`src/rtl/bpsk_deinterleaver_if.sv`:
```
// Bit-stream interface between the BPSK demapper, the deinterleaver and the Viterbi decoder.
// master drives coded bits and Clear; slave returns the deinterleaved stream.
interface bpsk_deinterleaver_if;
    logic Input;
    logic InValid;
    logic Clear;
    logic Output;
    logic OutValid;
    logic SymbolDone;

    modport master (
        output Input, InValid, Clear,
        input  Output, OutValid, SymbolDone
    );

    modport slave (
        input  Input, InValid, Clear,
        output Output, OutValid, SymbolDone
    );
endinterface

```
`src/rtl/bpsk_deinterleaver.sv`:
```
// 802.11a BPSK block deinterleaver: writes each symbol permuted into a ping-pong bank,
// then streams the bank out in order, one coded bit per cycle.
module bpsk_deinterleaver #(
    parameter int unsigned N_CBPS = 48
) (
    input logic                 Clock,
    input logic                 Reset,
    bpsk_deinterleaver_if.slave bus
);
    localparam int unsigned Cols = N_CBPS / 16;
    localparam int unsigned CntW = $clog2(N_CBPS);
    localparam int unsigned ColW = (Cols > 1) ? $clog2(Cols) : 1;
    localparam logic [CntW-1:0] LastCnt = CntW'(N_CBPS - 1);
    localparam logic [ColW-1:0] LastCol = ColW'(Cols - 1);

    typedef enum logic [0:0] {StIdle, StRead} state_e;

    state_e                  state_q, state_d;
    logic [1:0][N_CBPS-1:0]  bank_q;
    logic [1:0]              full_q, full_d;
    logic [CntW-1:0]         wr_cnt_q, wr_cnt_d;
    logic [CntW-1:0]         rd_cnt_q, rd_cnt_d;
    logic [ColW-1:0]         wr_mod3_q, wr_mod3_d;
    logic [3:0]              wr_div3_q, wr_div3_d;
    logic                    wr_bank_q, wr_bank_d;
    logic                    rd_bank_q, rd_bank_d;
    logic                    out_bit_q, out_bit_d;
    logic                    out_valid_q, out_valid_d;
    logic                    sym_done_q, sym_done_d;
    logic                    wr_accept, wr_last, rd_release, other_full;
    logic [CntW-1:0]         wr_addr;

    assign wr_accept = bus.InValid & ~bus.Clear;
    assign wr_last   = wr_accept & (wr_cnt_q == LastCnt);
    // k = 16*(j mod Cols) + floor(j/Cols), tracked incrementally without a divider.
    assign wr_addr   = CntW'({wr_mod3_q, wr_div3_q});
    // Also sees a bank completing on this very edge, so reads chain without a bubble.
    assign other_full = full_q[~rd_bank_q] | (wr_last & (wr_bank_q != rd_bank_q));

    always_comb begin
        wr_cnt_d  = wr_cnt_q;
        wr_mod3_d = wr_mod3_q;
        wr_div3_d = wr_div3_q;
        wr_bank_d = wr_bank_q;
        if (bus.Clear) begin
            wr_cnt_d  = '0;
            wr_mod3_d = '0;
            wr_div3_d = '0;
            wr_bank_d = 1'b0;
        end else if (wr_accept) begin
            if (wr_last) begin
                wr_cnt_d  = '0;
                wr_mod3_d = '0;
                wr_div3_d = '0;
                wr_bank_d = ~wr_bank_q;
            end else begin
                wr_cnt_d = wr_cnt_q + CntW'(1);
                if (wr_mod3_q == LastCol) begin
                    wr_mod3_d = '0;
                    wr_div3_d = wr_div3_q + 4'd1;
                end else begin
                    wr_mod3_d = wr_mod3_q + ColW'(1);
                end
            end
        end
    end

    always_comb begin
        state_d     = state_q;
        rd_cnt_d    = rd_cnt_q;
        rd_bank_d   = rd_bank_q;
        out_bit_d   = 1'b0;
        out_valid_d = 1'b0;
        sym_done_d  = 1'b0;
        rd_release  = 1'b0;
        unique case (state_q)
            StIdle: begin
                if (full_q[rd_bank_q]) begin
                    state_d  = StRead;
                    rd_cnt_d = '0;
                end
            end
            StRead: begin
                out_bit_d   = bank_q[rd_bank_q][rd_cnt_q];
                out_valid_d = 1'b1;
                rd_cnt_d    = rd_cnt_q + CntW'(1);
                if (rd_cnt_q == LastCnt) begin
                    sym_done_d = 1'b1;
                    rd_release = 1'b1;
                    rd_bank_d  = ~rd_bank_q;
                    rd_cnt_d   = '0;
                    if (!other_full) state_d = StIdle;
                end
            end
            default: state_d = StIdle;
        endcase
        if (bus.Clear) begin
            state_d     = StIdle;
            rd_cnt_d    = '0;
            rd_bank_d   = 1'b0;
            out_bit_d   = 1'b0;
            out_valid_d = 1'b0;
            sym_done_d  = 1'b0;
        end
    end

    always_comb begin
        full_d = full_q;
        if (rd_release) full_d[rd_bank_q] = 1'b0;
        if (wr_last)    full_d[wr_bank_q] = 1'b1;
        if (bus.Clear)  full_d = '0;
    end

    always_ff @(posedge Clock or posedge Reset) begin
        if (Reset) begin
            state_q     <= StIdle;
            full_q      <= '0;
            wr_cnt_q    <= '0;
            rd_cnt_q    <= '0;
            wr_mod3_q   <= '0;
            wr_div3_q   <= '0;
            wr_bank_q   <= 1'b0;
            rd_bank_q   <= 1'b0;
            out_bit_q   <= 1'b0;
            out_valid_q <= 1'b0;
            sym_done_q  <= 1'b0;
        end else begin
            state_q     <= state_d;
            full_q      <= full_d;
            wr_cnt_q    <= wr_cnt_d;
            rd_cnt_q    <= rd_cnt_d;
            wr_mod3_q   <= wr_mod3_d;
            wr_div3_q   <= wr_div3_d;
            wr_bank_q   <= wr_bank_d;
            rd_bank_q   <= rd_bank_d;
            out_bit_q   <= out_bit_d;
            out_valid_q <= out_valid_d;
            sym_done_q  <= sym_done_d;
        end
    end

    // Bank storage needs no reset; full flags guard every read.
    always_ff @(posedge Clock) begin
        if (wr_accept) bank_q[wr_bank_q][wr_addr] <= bus.Input;
    end

    assign bus.Output     = out_bit_q;
    assign bus.OutValid   = out_valid_q;
    assign bus.SymbolDone = sym_done_q;
endmodule

```
`src/flat_wrapper.sv`:
```
// flat-port wrapper written by rule: the top's interface ports become plain ports
module bpsk_deinterleaver_flat 
#(
    parameter int unsigned N_CBPS = 48
)
  (Clock, Reset, bus_Input, bus_InValid, bus_Clear, bus_Output, bus_OutValid, bus_SymbolDone);
  bpsk_deinterleaver_if bus_i ();
  input logic Clock;
  input logic Reset;
  input wire logic [$bits(bus_i.Input)-1:0] bus_Input;
  input wire logic [$bits(bus_i.InValid)-1:0] bus_InValid;
  input wire logic [$bits(bus_i.Clear)-1:0] bus_Clear;
  output wire logic [$bits(bus_i.Output)-1:0] bus_Output;
  output wire logic [$bits(bus_i.OutValid)-1:0] bus_OutValid;
  output wire logic [$bits(bus_i.SymbolDone)-1:0] bus_SymbolDone;
  assign bus_i.Input = bus_Input;
  assign bus_i.InValid = bus_InValid;
  assign bus_i.Clear = bus_Clear;
  assign bus_Output = bus_i.Output;
  assign bus_OutValid = bus_i.OutValid;
  assign bus_SymbolDone = bus_i.SymbolDone;
  bpsk_deinterleaver #(.N_CBPS(N_CBPS)) u_core (.Clock(Clock), .Reset(Reset), .bus(bus_i));
endmodule
```
`config.mk`:
```
export PLATFORM = sky130hd
export DESIGN_NAME = bpsk_deinterleaver_flat
export DESIGN_NICKNAME = d
export VERILOG_FILES = /design/src/rtl/bpsk_deinterleaver_if.sv /design/src/rtl/bpsk_deinterleaver.sv /design/src/flat_wrapper.sv
export SDC_FILE = /design/constraint.sdc
export NUM_CORES = 1
export LEC_CHECK = 0
export ABC_AREA = 1
export CAP_MARGIN = 20
export CELL_PAD_IN_SITES_DETAIL_PLACEMENT = 1
export CELL_PAD_IN_SITES_GLOBAL_PLACEMENT = 1
export CORE_UTILIZATION = 50
export DETAILED_ROUTE_END_ITERATION = 7
export HOLD_SLACK_MARGIN = 0.05
export PLACE_DENSITY = 0.77
export SETUP_SLACK_MARGIN = 0.3
export SYNTH_ARGS = -nofsm -noshare
export SYNTH_HDL_FRONTEND = slang
export SYNTH_SLANG_ARGS = --single-unit
```
`constraint.sdc`:
```
create_clock -name Clock -period 2.9 [get_ports Clock]
set_input_delay 0.435 -clock Clock [delete_from_list [all_inputs] [get_ports Clock]]
set_output_delay 0.435 -clock Clock [all_outputs]
set_load 0.05 [all_outputs]
```
# Word level (Yosys, flattened, before mapping)

Cells that the tools add are included.

Output and inout port bits: 3
Logic and storage cells: 105
Input bits: 5
Register bits: 122

Equal/unequal tests: 5
Bitwise operators: 11
Reduce and logical (&&, ||, !) cells: 11
Mux-type cells: 53
Add/subtract/negate cells: 4
$lt $le $gt $ge: 8

Operators with widths:

| operator                                                                 | count |
|---|---|
| 48-bit two-way mux                                                       | 3 |
| 96-bit bitwise mux                                                       | 1 |
| 48-bit demux with 1-bit select                                           | 1 |
| 6-bit two-way mux                                                        | 6 |
| 1-bit two-way mux                                                        | 25 |
| 4-bit two-way mux                                                        | 4 |
| 6-bit by 7-bit < comparator with 1-bit output (second input constant)    | 2 |
| 2-bit two-way mux                                                        | 7 |
| 6-bit by 1-bit adder with 6-bit output (second input constant)           | 2 |
| 6-bit equality test (second input constant)                              | 2 |
| 6-bit case mux with 2 select lines                                       | 1 |
| 2-bit nonzero test                                                       | 4 |
| 1-bit binary-select mux with 6-bit select                                | 1 |
| 1-bit demux with 6-bit select                                            | 1 |
| 6-bit by 1-bit >= comparator with 1-bit output (second input constant)   | 1 |
| 1-bit by 2-bit < comparator with 1-bit output (second input constant)    | 3 |
| 2-bit AND reduction                                                      | 3 |
| 4-bit by 1-bit adder with 4-bit output (second input constant)           | 1 |
| 1-bit inverter                                                           | 4 |
| 1-bit bitwise AND                                                        | 3 |
| 1-bit logical AND                                                        | 3 |
| 3-bit by 2-bit inequality test with 1-bit output (second input constant) | 1 |
| 3-bit nonzero test                                                       | 1 |
| 2-bit by 1-bit adder with 2-bit output (second input constant)           | 1 |
| other kinds (9)                                                          | 11 |

# Longest topological paths before layout

Gate-level depths: netlist of the first run.

Depth in word-level cells: 10
Gate-level depth with buffers: 15
Mapped depth without buffers: 13

# Worst setup path before layout of the first run

No wires, ideal clock.

Kind: input to register
Start point: input bus_Clear
End point: register u_core.bank_q[28] (netlist bit) (enable)
Arrival: 1.188 ns
Setup slack: 1.413 ns
Buffers on the path: 2
Required time: 2.601 ns
Setup time: 0.299 ns
Stages: 7
Path through: inv_1 nand2_1 inv_1 nand2_1 buf_2 buf_2 nor2_1

Cells in the longest elaborated chain, start to end: 2

Ends and longest elaborated chain:

| element                         | RTL line                  | RTL |
|---|---|---|
| from (decl)                     | flat_wrapper.sv:12        | `input wire logic [$bits(bus_i.Clear)-1:0] bus_Clear;` |
| 1-bit inverter                  | bpsk_deinterleaver.sv:33  | `assign wr_accept = bus.InValid & ~bus.Clear;` |
| 1-bit bitwise AND               | bpsk_deinterleaver.sv:33  |  |
| to (signal, indexed assignment) | bpsk_deinterleaver.sv:144 | `if (wr_accept) bank_q[wr_bank_q][wr_addr] <= bus.Input;` |
| to (decl)                       | bpsk_deinterleaver.sv:19  | `logic [1:0][N_CBPS-1:0] bank_q;` |

No other way between the ends.
A chain may end at the register's enable or synchronous reset.

# Worst setup path after layout of the first run

Start point: register u_core.rd_cnt_q[1]
End point: register u_core.out_bit_q, in the netlist u_core.bus.Output

Cells in the longest elaborated chain, start to end: 4

Ends and longest elaborated chain:

| element                                   | RTL line                  | RTL |
|---|---|---|
| from (decl)                               | bpsk_deinterleaver.sv:22  | `logic [CntW-1:0] rd_cnt_q, rd_cnt_d;` |
| from (signal assigned)                    | bpsk_deinterleaver.sv:131 | `rd_cnt_q <= rd_cnt_d;` |
| 1-bit binary-select mux with 6-bit select | bpsk_deinterleaver.sv:84  | `out_bit_d = bank_q[rd_bank_q][rd_cnt_q];` |
| 1-bit two-way mux (implied by the code)   | bpsk_deinterleaver.sv:84  |  |
| 1-bit two-way mux                         | bpsk_deinterleaver.sv:76  | `unique case (state_q)` |
| 1-bit two-way mux                         | bpsk_deinterleaver.sv:97  | `if (bus.Clear) begin` |
| named net u_core.out_bit_d                | bpsk_deinterleaver.sv:27  | `logic out_bit_q, out_bit_d;` |
| to (signal assigned)                      | bpsk_deinterleaver.sv:136 | `out_bit_q <= out_bit_d;` |
| to (decl)                                 | bpsk_deinterleaver.sv:27  |  |

The timed path passes the listed nets, and every way through them passes these cells. The select of a mux whose other input is x is not followed.

==> metrics.txt, run 1 <==
most common cell after layout, fill and taps aside nand2_1; CP max stage delay 0.56 ns; worst slack at placement 0.735 ns; dpl cells 800; final wirelength 15.1 mm; pwr dens 583 mW/mm^2; cell depth of the worst setup path 10; vias per cell 5.49; most frequent CP cell nand2_1; Worst Skew 0.00728 ns; H-tree levels 4; slew at the pin closest to its max-slew limit 0.811 ns; Critical Path, Cell by Cell inv_1 > nor2_4 > a21oi_1 > nand3_1 > nand3_1 > nand2_1 > nand2_1 > nand2_1 > nand2_1 > a21oi_2; gr ovfl total 0; maxcap violations 0; Final Hold Vio Count 0; I/O Pins 8; die area 0.0122 sq mm; CP arrival 2.38 ns; Final GP Congestion 0.777; cts bufs inserted 17; Required @ worst endpoint 3.20 ns; via count 4562; outcome finished, final reports clean; first-pass GRT wire length 25.5 mm; Reg clk slew, reported paths 0.05 ns; setup bufs post-CTS 0; Crit path max-delay family simple AND/OR/NAND/NOR gates; vias in the first global route 4984; synthesized instance count 659; Hold Buf Count CTS 0; initial DRC count 266; count of cell types in the netlist 27; RSZ-0062 raised after global routing false; ant diodes 0; commonest non-fill, non-tap cells in the layout 205 x nand2_1, 134 x nor2_1, 96 x edfxtp_1; Routed wire per std cell 18.2 um; Critical-path top delay cell inv_1; CTS tree done; final slew viol count 0; FMAX 0.481 GHz; hpwl dp 9.97 mm; Fin Hold WS 0.382 ns; syn nets 667; clock period minus worst slack 2.08 ns; RR Endpoint u_core.bus.Output$_DFF_PP0_; Crit. End Element flip-flop; port bufs 7; Post-DP Area 0.00611 sq mm; Worst slew margin 45.7%; Setup CP Type reg -> reg; period utilization 71.7%; CP Max Fanout 14; Bufs and invs on worst path 1; Max IR drop VDD 316 uV; maximum clock path buffer count 2; mapped cell area 0.00590 sq mm; r2r setup slk 0.82 ns; Placement Rows 39; drt drc 0; sequential area share after synthesis 59.9%; GRT Total Usage 27.4%; antenna violations before repair 0; Worst Setup SP u_core.rd_cnt_q[1]$_DFFE_PP0P_; Post-Layout Inst Area 0.00663 sq mm; pin count of the biggest net entering global routing 55; Power, Total 3.87 mW; nets 684; Yosys reg bits 122; DRT Pass-1 Iters 4; Core ar. 0.0115 sq mm; floorplan die height 111 um; final cell count without fillers 831; DRT antenna net count 0; Setup crit end u_core.bus.Output$_DFF_PP0_; Avg Inst Size Synth 8.95 sq um; fin util 57.8%; Leak Pwr 2.56 nW; clk_lat worst skew 0.41 ns; HP Class in -> async; Critical Path Start Type flip-flop; # setup viols final 0; post-route setup slack 0.821 ns; Synth Warn # 0; number of clock sinks 122; CTS Root Cell clkbuf_16; chip width 111 um; RR Startpoint u_core.rd_cnt_q[1]$_DFFE_PP0P_; P&R area growth vs syn 12.3%; Sum Neg Setup Slack 0 ns; fraction of layout cells with a size suffix above 1 7.27%; post_cts resized 0; FF-to-FF path depth 10; starting density of the core 51.5%
==> registers in the layout, summed over array words and instances, names as in the netlist <==
register and flops:
u_core.bus.SymbolDone 1, u_core.full_q 2, u_core.rd_cnt_q 6, u_core.bus.OutValid 1
u_core.bus.Output 1, u_core.wr_bank_q 1, u_core.bank_q 96, u_core.wr_div3_q 4
u_core.state_q 1, u_core.wr_cnt_q 6, u_core.rd_bank_q 1, u_core.wr_mod3_q 2
==> power breakdown <==
part	internal [mW]	switching (mW)	leakage (nW)
logic	0.0243	0.0818	1.08
clock network	1.14	0.715	0.256
registers	1.90	0.00588	1.22
total	3.06	0.803	2.56
==> worst min path at each step <==
stage	slack, ns	cells after the start	to	startpoint
finish	0.38	3	u_core.rd_cnt_q[3]$_DFFE_PP0P_	Reset
global route	0.44	3	u_core.rd_cnt_q[3]$_DFFE_PP0P_	Reset
CTS	0.38	3	u_core.rd_cnt_q[3]$_DFFE_PP0P_	Reset
detailed placement	0.54	2	u_core.wr_mod3_q[0]$_DFFE_PP0P_	u_core.wr_mod3_q[0]$_DFFE_PP0P_
global placement	0.52	2	u_core.wr_mod3_q[0]$_DFFE_PP0P_	u_core.wr_mod3_q[0]$_DFFE_PP0P_
floorplan	0.48	1	u_core.bus.OutValid$_DFF_PP0_	Reset
==> worst register-to-register path, cell delays in order (launching register included) <==
cell     delay [ns]
dfrtp_1        0.46
inv_1          0.56
nor2_4         0.15
a21oi_1        0.20
nand3_1        0.10
nand3_1        0.09
nand2_1        0.13
nand2_1        0.09
nand2_1        0.05
nand2_1        0.07
a21oi_2        0.05
==> final cells by class <==
type / instances / area, sq um
fillers: 1308 / 4840
flip-flops and latches: 122 / 3530
multi-input cells: 456 / 1970
clock buffers: 18 / 429
repair buffers: 24 / 218
inverters: 55 / 214
well taps: 143 / 179
clock inverters: 13 / 86.3
==> kinds of logic (layout without fill, tap and decap cells) <==
family                   Yosys count  after routing  share of synthesized area, %
AO/OA/AOI/OAI                     48             48                          4.64
buffers and inverters             81            110                          6.74
flip-flops                       122            122                          59.9
XOR/XNOR                           5              5                         0.742
adder cells (fa/ha/maj)            3              3                         0.636
AND/OR/NAND/NOR                  400            400                          27.4
==> synth_stat cells, drive strengths merged <==
cell    instances  share of area, %
nand3          46               3.9
buf            22               2.9
a211oi          4              0.59
nand2         205                13
o21ai          18               1.5
nand3b          1              0.13
a21oi          16               1.4
inv            55               3.6
a22o            1              0.15
edfxtp         96                49
nor3           12               1.2
xor2            5              0.74
dfrtp          26                11
nor4            1              0.36
clkbuf          4              0.25
o22ai           9              0.95
ha              3              0.64
nor2          135               8.7
==> routing by layer <==
layer  GRT usage, %  wire (um)
met1           34.1       6480
met2           46.8       7750
met3           5.65        574
met4           11.0        345
met5              0          0
(Power assumes the default switching activity.)
==> inputs of run 2 (changes only) <==
--- a/config.mk
+++ b/config.mk
@@ -9,10 +9,10 @@
 export CAP_MARGIN = 20
 export CELL_PAD_IN_SITES_DETAIL_PLACEMENT = 1
 export CELL_PAD_IN_SITES_GLOBAL_PLACEMENT = 1
-export CORE_UTILIZATION = 50
+export CORE_UTILIZATION = 44
 export DETAILED_ROUTE_END_ITERATION = 7
 export HOLD_SLACK_MARGIN = 0.05
-export PLACE_DENSITY = 0.77
+export PLACE_DENSITY = 0.72
 export SETUP_SLACK_MARGIN = 0.3
 export SYNTH_ARGS = -nofsm -noshare
 export SYNTH_HDL_FRONTEND = slang
==> constraint.sdc (replaced) <==
create_clock -name Clock -period 1.9 [get_ports Clock]
set_input_delay 0.285 -clock Clock [delete_from_list [all_inputs] [get_ports Clock]]
set_output_delay 0.285 -clock Clock [all_outputs]
set_load 0.05 [all_outputs]
==> metrics.txt, run 2 (same netlist as run 1, synthesis figures left out) <==
clock period minus worst slack 1.89 ns; power share of the combinational group 2.9%; CP arrival 2.20 ns; pwr dens 874 mW/mm^2; FMAX 0.529 GHz; Required @ worst endpoint 2.20 ns; CTS Root Cell clkbuf_16; CTS tree done; slew at the pin closest to its max-slew limit 0.479 ns; vias per cell 5.41; Bufs and invs on worst path 3; clock share of power 52.4%; fraction of layout cells with a size suffix above 1 18.1%; CP max stage delay 0.52 ns; DRT Pass-1 Iters 4; Critical Path, Cell by Cell buf_12 > buf_8 > buf_6 > nand2_1 > nand2_1 > a211oi_2 > nand2_1 > nand3_1 > nand2_1 > nand2_1 > a21oi_2; Routed wire per std cell 20.4 um; Setup CP Type reg -> reg; outcome finished, final reports clean; vias in the first global route 5037; Fin Hold WS 0.240 ns; period utilization 99.6%; Placement Rows 41; final cell count without fillers 901; first-pass GRT wire length 25.9 mm; Final GP Congestion 0.754; initial DRC count 221; clk_lat worst skew 0.42 ns; ant diodes 0; final slew viol count 0; Critical Path Start Type flip-flop; Max IR drop VDD 515 uV; Internal 5.24 mW; pin count of the biggest net entering global routing 97; gr ovfl total 0; maximum clock path buffer count 2; sequential power share 44.7%; dpl cells 846; I/O Pins 8; Switch Pwr 1.27 mW; Post-Layout Inst Area 0.00744 sq mm; Power, Total 6.51 mW; hpwl dp 9.77 mm; Sw Share 19.5%; port bufs 7; post-route setup slack 0.00806 ns; Crit. End Element flip-flop; via count 4871; HP Class in -> async; Layout fillers 1468; most common cell after layout, fill and taps aside nand2_1; Crit path max-delay family simple AND/OR/NAND/NOR gates; worst slack at placement -0.0523 ns; Post-DP Area 0.00629 sq mm; RSZ-0062 raised after global routing true; Worst slew margin 67.8%; chip width 118 um; die area 0.0139 sq mm; starting density of the core 46.0%; DRT antenna net count 0; floorplan die height 118 um; CP Max Fanout 6; Leak Pwr 2.92 nW; Critical-path top delay cell dfrtp_4; P&R area growth vs syn 26.1%; Final Hold Vio Count 0; commonest non-fill, non-tap cells in the layout 193 x nand2_1, 131 x nor2_1, 96 x edfxtp_1; Reg clk slew, reported paths 0.06 ns; nets 724; Most flops, register u_core.bank_q; Hold Buf Count CTS 0; Core ar. 0.0128 sq mm; antenna violations before repair 0; # setup viols final 0; largest registers u_core.bank_q (96), u_core.rd_cnt_q (6), u_core.wr_cnt_q (6); most frequent CP cell nand2_1; cts bufs inserted 17; maxcap violations 0; fin util 58.0%; Sum Neg Setup Slack 0 ns; Largest register FFs 96; number of clock sinks 122; Worst Skew 0.00531 ns; GRT Total Usage 24.8%; drt drc 0; H-tree levels 4; final wirelength 18.4 mm
run 2: cell count changes in the layout (fill, tap and decap cells not counted), sizes merged:
cell           change
clkinvlp           -1
clkdlybuf4s50      -3
clkbuf             +9
bufinv             +3
buf               +32
dlygate4sd2        +3
clkinv             -2
run 2: path summary, 6_finish.rpt:
| kind | slack, ns | to | from | cells after the start |
|---|---|---|---|---|
| worst min-delay path | 0.24 | u_core.rd_cnt_q[3]$_DFFE_PP0P_ | Reset | 3 |
| worst min register to register | 0.57 | u_core.wr_mod3_q[0]$_DFFE_PP0P_ | u_core.wr_mod3_q[0]$_DFFE_PP0P_ | 2 |
| min in group Clock | 0.39 | u_core.bank_q[46]$_DFFE_PP_ | bus_Input | 2 |
| max in group asynchronous | 1.37 | u_core.rd_bank_q$_DFFE_PP0P_ | Reset | 3 |
| worst max register to register | 0.008 | u_core.bus.Output$_DFF_PP0_ | u_core.rd_bank_q$_DFFE_PP0P_ | 11 |
| worst max-delay path | 0.008 | u_core.bus.Output$_DFF_PP0_ | u_core.rd_bank_q$_DFFE_PP0P_ | 11 |
run 2: worst min-delay path, stage by stage:
cell and delay (ns):
clkdlybuf4s50_1 0.40, inv_1 0.05, buf_4 0.32
run 2: repair_timing:
item,in CTS,in global routing
endpoints found under the setup margin,26,51
buffers inserted,5,8
pin swaps,3,21
resized for setup,25,54
cloned,1,9
run 2: power groups by stage:
stage          Sequential [mW]  Clock, mW  Combinational, mW
2_1_floorplan             2.95          0             0.0767
3_3_place_gp              2.96          0              0.172
3_5_place_dp              2.96          0              0.178
4_1_cts                   2.90       3.44              0.191
5_1_grt                   2.91       3.55              0.212
6_report                  2.91       3.41              0.191
run 2: cell type report:
cell class              instances  area (sq um)  share of cell area (%)
repair inverters                4          57.6                   0.773
repair buffers                 60           664                    8.93
well taps                     172           215                    2.89
clock buffers                  23           478                    6.42
flip-flops and latches        122          3540                    47.6
clock inverters                 9           145                    1.95
inverters                      55           238                    3.19
multi-input cells             456          2100                    28.3
run 2: layer usage:
layer  vias to the layer above  wire, um  share of wire [%]  global-route usage [%]
li1                       2265         -                  -                       -
met1                      2427      7190                 39                    29.6
met2                       132      9670                 53                    43.8
met3                        47       917                5.0                    4.70
met4                         0       600                3.3                    9.78
met5                         -         0                  0                       0
